--- config.mk ---
export PLATFORM = sky130hd
export DESIGN_NAME = fp_mult_issue_24b
export DESIGN_NICKNAME = d
export VERILOG_FILES = /design/src/rtl/fp24_pkg.sv /design/src/rtl/fp_op_fifo.sv /design/src/rtl/fp_mult_issue_24b.sv
export SDC_FILE = /design/constraint.sdc
export NUM_CORES = 1
export LEC_CHECK = 0
export CAP_MARGIN = 20
export CORE_MARGIN = 10
export CORE_UTILIZATION = 40
export CTS_CLUSTER_DIAMETER = 40
export CTS_CLUSTER_SIZE = 30
export DETAILED_ROUTE_END_ITERATION = 6
export HOLD_SLACK_MARGIN = 0.02
export PLACE_DENSITY = 0.7
export SKIP_CTS_REPAIR_TIMING = 1
export SYNTH_ARGS = -nofsm -noshare
export SYNTH_HDL_FRONTEND = slang
export SYNTH_SLANG_ARGS = --single-unit
--- constraint.sdc ---
create_clock -name clk -period 5 [get_ports clk]
set_input_delay 1 -clock clk [delete_from_list [all_inputs] [get_ports clk]]
set_output_delay 1 -clock clk [all_outputs]
set_load 0.05 [all_outputs]
--- src/rtl/fp24_pkg.sv ---
// rtl/fp24_pkg.sv - 24-bit float format: field widths, packed view and zero test.
package fp24_pkg;

  localparam int FP_N      = 24;
  localparam int FP_ES     = 6;
  localparam int FP_MANT_W = FP_N - 1 - FP_ES;

  typedef struct packed {
    logic                 sign;
    logic [FP_ES-1:0]     exp;
    logic [FP_MANT_W-1:0] mant;
  } fp24_t;

  // Signed zero counts as zero: only exponent and mantissa are inspected.
  function automatic logic is_zero(input fp24_t x);
    return (x.exp == '0) && (x.mant == '0);
  endfunction

endpackage

--- src/rtl/fp_op_fifo.sv ---
// rtl/fp_op_fifo.sv - operand-pair FIFO with occupancy count; power-of-two DEPTH.
module fp_op_fifo
  import fp24_pkg::*;
#(
  parameter int DEPTH = 4,
  parameter int W     = 2 * FP_N
) (
  input  logic                     clk,
  input  logic                     rst_n,
  input  logic                     i_push,
  input  logic [W-1:0]             i_wdata,
  input  logic                     i_pop,
  output logic [W-1:0]             o_rdata,
  output logic [$clog2(DEPTH):0]   o_count
);

  localparam int AW = $clog2(DEPTH);
  localparam int CW = AW + 1;

  logic [W-1:0]  r_mem [DEPTH];
  logic [AW-1:0] r_wptr;
  logic [AW-1:0] r_rptr;
  logic [CW-1:0] r_count;
  logic          w_push;
  logic          w_pop;

  // A full FIFO refuses pushes even when a pop frees a slot this cycle.
  assign w_push = i_push && (r_count != CW'(DEPTH));
  assign w_pop  = i_pop && (r_count != '0);

  always_ff @(posedge clk or negedge rst_n) begin
    if (!rst_n) begin
      r_wptr  <= '0;
      r_rptr  <= '0;
      r_count <= '0;
    end else begin
      if (w_push) r_wptr <= r_wptr + 1'b1;
      if (w_pop)  r_rptr <= r_rptr + 1'b1;
      case ({w_push, w_pop})
        2'b10:   r_count <= r_count + 1'b1;
        2'b01:   r_count <= r_count - 1'b1;
        default: r_count <= r_count;
      endcase
    end
  end

  always_ff @(posedge clk) begin
    if (w_push) r_mem[r_wptr] <= i_wdata;
  end

  assign o_rdata = r_mem[r_rptr];
  assign o_count = r_count;

endmodule

--- src/rtl/fp_mult_issue_24b.sv ---
// rtl/fp_mult_issue_24b.sv - issues queued operand pairs to an external fp multiplier and registers products; FP_MULT_ISSUE_STATS_EN adds op_count.
module fp_mult_issue_24b
  import fp24_pkg::*;
#(
  parameter int N     = FP_N,
  parameter int ES    = FP_ES,
  parameter int DEPTH = 4
) (
  input  logic                   clk,
  input  logic                   rst_n,
  input  logic                   in_valid,
  output logic                   in_ready,
  input  logic [N-1:0]           in_a,
  input  logic [N-1:0]           in_b,
  output logic [N-1:0]           mul_a,
  output logic [N-1:0]           mul_b,
  input  logic [N-1:0]           mul_r,
  output logic                   out_valid,
  input  logic                   out_ready,
  output logic [N-1:0]           out_r,
  output logic                   out_zero,
  output logic [$clog2(DEPTH):0] fifo_count
`ifdef FP_MULT_ISSUE_STATS_EN
  ,
  output logic [31:0]            op_count
`endif
);

  localparam int CW     = $clog2(DEPTH) + 1;
  localparam int MANT_W = N - 1 - ES;

  logic [2*N-1:0] w_head;
  logic [CW-1:0]  w_count;
  logic           w_push;
  logic           w_pop;
  logic           w_nonempty;
  logic           w_zero;
  logic           r_out_valid;
  logic [N-1:0]   r_out_r;
  logic           r_out_zero;

  fp_op_fifo #(
    .DEPTH (DEPTH),
    .W     (2 * N)
  ) u_fifo (
    .clk     (clk),
    .rst_n   (rst_n),
    .i_push  (w_push),
    .i_wdata ({in_a, in_b}),
    .i_pop   (w_pop),
    .o_rdata (w_head),
    .o_count (w_count)
  );

  // in_ready depends only on registered occupancy, never on out_ready.
  assign in_ready   = (w_count != CW'(DEPTH));
  assign w_nonempty = (w_count != '0);
  assign w_push     = in_valid && in_ready;
  assign w_pop      = w_nonempty && (!r_out_valid || out_ready);

  assign mul_a = w_nonempty ? w_head[2*N-1:N] : '0;
  assign mul_b = w_nonempty ? w_head[N-1:0]   : '0;

  generate
    if ((N == FP_N) && (ES == FP_ES)) begin : g_pkg_zero
      assign w_zero = is_zero(mul_r);
    end else begin : g_gen_zero
      assign w_zero = (mul_r[N-2:MANT_W] == '0) && (mul_r[MANT_W-1:0] == '0);
    end
  endgenerate

  always_ff @(posedge clk or negedge rst_n) begin
    if (!rst_n) begin
      r_out_valid <= 1'b0;
      r_out_r     <= '0;
      r_out_zero  <= 1'b0;
    end else if (w_pop) begin
      r_out_valid <= 1'b1;
      r_out_r     <= mul_r;
      r_out_zero  <= w_zero;
    end else if (out_ready) begin
      r_out_valid <= 1'b0;
    end
  end

  assign out_valid  = r_out_valid;
  assign out_r      = r_out_r;
  assign out_zero   = r_out_zero;
  assign fifo_count = w_count;

`ifdef FP_MULT_ISSUE_STATS_EN
  logic [31:0] r_op_count;

  always_ff @(posedge clk or negedge rst_n) begin
    if (!rst_n) begin
      r_op_count <= '0;
    end else if (r_out_valid && out_ready) begin
      r_op_count <= r_op_count + 32'd1;
    end
  end

  assign op_count = r_op_count;
`endif

endmodule

==> impl.org <==
** Clock tree
- Maximum level of the CTS H-tree :: 2
- Counting every sink on the clock net gives around 230.
- The longest clock path from root to sink contains 3 buffers.
- TritonCTS built the clock tree.
- CTS Root Buffer Type :: clkbuf_16
- Clk_lat worst skew :: 0.48 ns
- Clock-pin slew on the worst setup and hold paths :: ~0.050 ns
- TritonCTS created 34 clock buffers.

** Routing
- In the detailed route, the total length drawn on met3 is 1.13 mm.
- The final route contains 4,459 vias.
- The detailed router put a total of 7.47 mm of wire on met1.
- Vias per cell :: 5.02
- Number of optimization iterations in the first detailed-route pass :: 4
- DRC errors left :: 0
- In this run, the number of DRC markers left after iteration 0 of detailed routing was 228.
- The final layout contains routed wiring with a total length of 19.3 mm.
- Dividing the detail-routed wire length by the instance count gives 21.7 µm.
- In this run the remaining antenna-violating nets after routing total 0.
- After detailed routing, no signal wire sits above met5.
- Wire length on met2 :: 10.3 mm

** Floorplan
- The die covers 28,300 µm².
- Core Area :: 21,800 µm²
- Die extent in y :: 168 µm
- Num rows :: 54
- Number of top-level design ports :: about 150
- Once the floorplan was initialized, standard cells occupied around 40% of the core.
- The die is 168 µm wide.

** Setup path
- Sort of element at the start of the critical path :: flip-flop
- Type of the worst setup path :: flip-flop to primary output
- Critical-path top delay cell :: dfrtp_2
- Data on the critical path arrives at its endpoint at slightly below 3 ns.
- Critical path peak fanout :: 22
- STA classifies the critical path endpoint as a primary output.
- Walking the worst path, the cells encountered are buf_4 -> mux4_2 -> and2_1 -> clkdlybuf4s50_1.
- Setup slack on the worst flop-to-flop path :: 2.12 ns
- Data on the critical path is required at its endpoint by 4.00 ns.
- The largest single stage delay on the critical path is 0.74 ns.

** Layout
- Leaving out fill and tap cells, the most frequent cells in the layout are 192 x edfxtp_1, 153 x clkdlybuf4s50_1, 48 x mux4_2, 48 x and2_1, 37 x clkbuf_16.
- At the end of the flow, the number of nets in the layout was 667.
- Fin cells :: 889
- Final Core Density :: 54.1%
- Total inserted antenna cells :: 0
- Leaving out fill and tap cells, the most frequent cell in the layout is edfxtp_1.
- Compared with the post-synthesis result, the final layout area differs by 33.9%.
- Number of filler cells placed in the layout :: 1,695
- Proportion of layout cells with a drive suffix above 1 :: 24.0%

** STA
- The final number of max-transition violations is 0.
- Clock Skew :: 0.00845 ns
- Setup TNS Final :: 0 ns
- Portion of the clock cycle consumed by the worst path in the final layout :: 78.9%
- Least-Margin Pin Slew :: 1.01 ns
- Minimum clock period after layout :: 3.95 ns
- Setup violations remaining at the end of the flow were counted as 0.
- In this run the tightest slew margin relative to its limit is between 30% and 40%.
- Highest Clock Rate :: roughly 250 MHz
- Min Hold Slack :: 0.487 ns
- Final Hold Fails :: 0
- RSZ-0062 raised after global routing :: no
- Setup slack on the critical path of the routed design comes to between 1 and 1.5 ns.

** Synth
- Multiplexer share of the synthesized area :: between 15 and 20%
- The synthesized design spends more area on one cell type than any other, namely edfxtp_1.
- Of the total synthesized cell area, the portion taken by AND, OR, NAND and NOR gates is just over 5%.
- The share of synthesized area in the top cell type comes to 65.6%.
- Counting every instance in the synthesized netlist gives 407.
- The average instance in the mapped netlist occupies 21.6 µm².
- Part of the Yosys area used for sequential elements :: about three quarters
- After synthesis, the largest family of logic cells by area is multiplexers.
- In this run, synthesis produced a sequential element count of 225.
- Area fraction in compound gates after synthesis :: 0.156%
- In the synthesized netlist the dominant register cell turns out to be edfxtp_1.
- Synth Net Count :: 489
- Post-synth EDFFs :: ~190
- Post-Synthesis Cell Area :: 8790 µm²
- Sorting the synthesized cells by area gives the leading types as edfxtp_1 66%, mux4_2 12%, dfrtp_1 9.4%.
- Summing the areas of all fa, ha and maj instances in the mapped netlist gives 0.939% of the synthesized area.
- Unique masters post-synth :: 31
- Of all flip-flops after synthesis, the portion carrying an async set or reset was 14.7%.
- Summing the areas of all xor and xnor instances in the mapped netlist gives less than 1% of the synthesized area.
- The Yosys step of the flow raised 0 warnings.

** Global route
- The initial antenna violation count was 1.
- Global-route wire length before repair :: 30.0 mm
- The via count of the first global-routing pass was 5,061.
- In the global route stage, overall resource usage came out at 13.5%.
- Pin count of the biggest net entering global routing :: 53
- After global routing the overflow that remains totals 0.

** Power
- Across the VDD grid, the largest voltage drop is 0.349 mV.
- Leakage power summed over all cells :: 4.11 nW
- P per Cell Area :: 772 nW/µm²

** Place
- Final weighted congestion in routability-driven placement :: 0.787
- In this run, placement finished with an instance count of 828.
- Final HPWL DP :: around 12 mm
- Setup WS pre-CTS :: 1.31 ns
- Count of buffers from port buffering :: 153

** Run status
- The run finished with clean final reports.

** Worst hold path
- Hold Path Class :: flip-flop to flip-flop

** Run
- Number of max-cap violations :: 0
stage by stage:
stage | cell area [µm²] | power [W]
finish | 11800 | 0.00908
global route | 11800 | 0.00946
CTS | 11700 | 0.00919
detailed placement | 10600 | 0.00679
global placement | 10600 | 0.00674
floorplan | 8790 | 0.00551
cell usage after synthesis (2+ instances only):
master	number
clkbuf_1	5
and2_1	48
xor2_1	2
inv_1	7
ha_1	5
mux4_2	48
edfxtp_1	192
buf_6	6
dfrtp_1	33
buf_12	2
buf_1	3
mux2_2	7
buf_2	3
nor4_1	5
and3_1	4
nand4_1	2
xnor2_1	4
mux2_4	18
power by group:
| group | switching [W] | internal, W |
|---|---|---|
| sequential | 0.000216 | 0.00252 |
| clock | 0.000824 | 0.00155 |
| combinational | 0.00244 | 0.00153 |
| total | 0.00348 | 0.00560 |
metal layers:
metal	global-route usage (%)	vias up
met4	4.28	2
met3	4.07	32
met1	15.5	2311
met5	0	-
li1	-	1987
met2	23.5	127
state kept, by name, summed over array words and instances (netlist names):
register and flops:
out_valid 1, u_fifo.r_mem 192, u_fifo.r_rptr 2, out_r 24, u_fifo.o_count 3, u_fifo.r_wptr 2
out_zero 1
cells by family (layout without fill, tap and decap cells):
kind of cell | after synthesis | count (layout)
XOR/XNOR | 6 | 6
buffers and inverters | 26 | 228
adder cells (fa/ha/maj) | 6 | 6
multiplexers | 73 | 73
flip-flops | 225 | 225
AND/OR/NAND/NOR | 69 | 69
AO/OA/AOI/OAI | 2 | 2
final cells by class:
| type | count | area (µm²) | area share [%] |
|---|---|---|---|
| clock inverter | 20 | 221 | 1.88 |
| clock buffer | 40 | 937 | 7.96 |
| sequential | 225 | 6600 | 56.0 |
| timing repair buffer | 161 | 1610 | 13.7 |
| tap | 280 | 350 | 2.98 |
| inverter | 7 | 26.3 | 0.223 |
| multi-input combinational | 156 | 2030 | 17.2 |
worst paths after layout:
kind                                    from           endpoint  depth (start not counted)
min in group asynchronous              rst_n          out_r[18]                          2
min                                 out_zero           out_zero                          1
max                         u_fifo.r_rptr[1]          mul_b[13]                          4
max in group asynchronous              rst_n   u_fifo.r_rptr[0]                          2
max reg2reg                u_fifo.o_count[0]  u_fifo.o_count[2]                          9
min reg2reg                         out_zero           out_zero                          1
critical path: cells and delay by family, from the launching register on:
kind,cells,cell delay (ns)
DFF,1,0.74
and+or+nand+nor,1,0.20
buffers and inverters,2,1.14
muxes,1,0.36
Power figures use the tool's default switching activity.
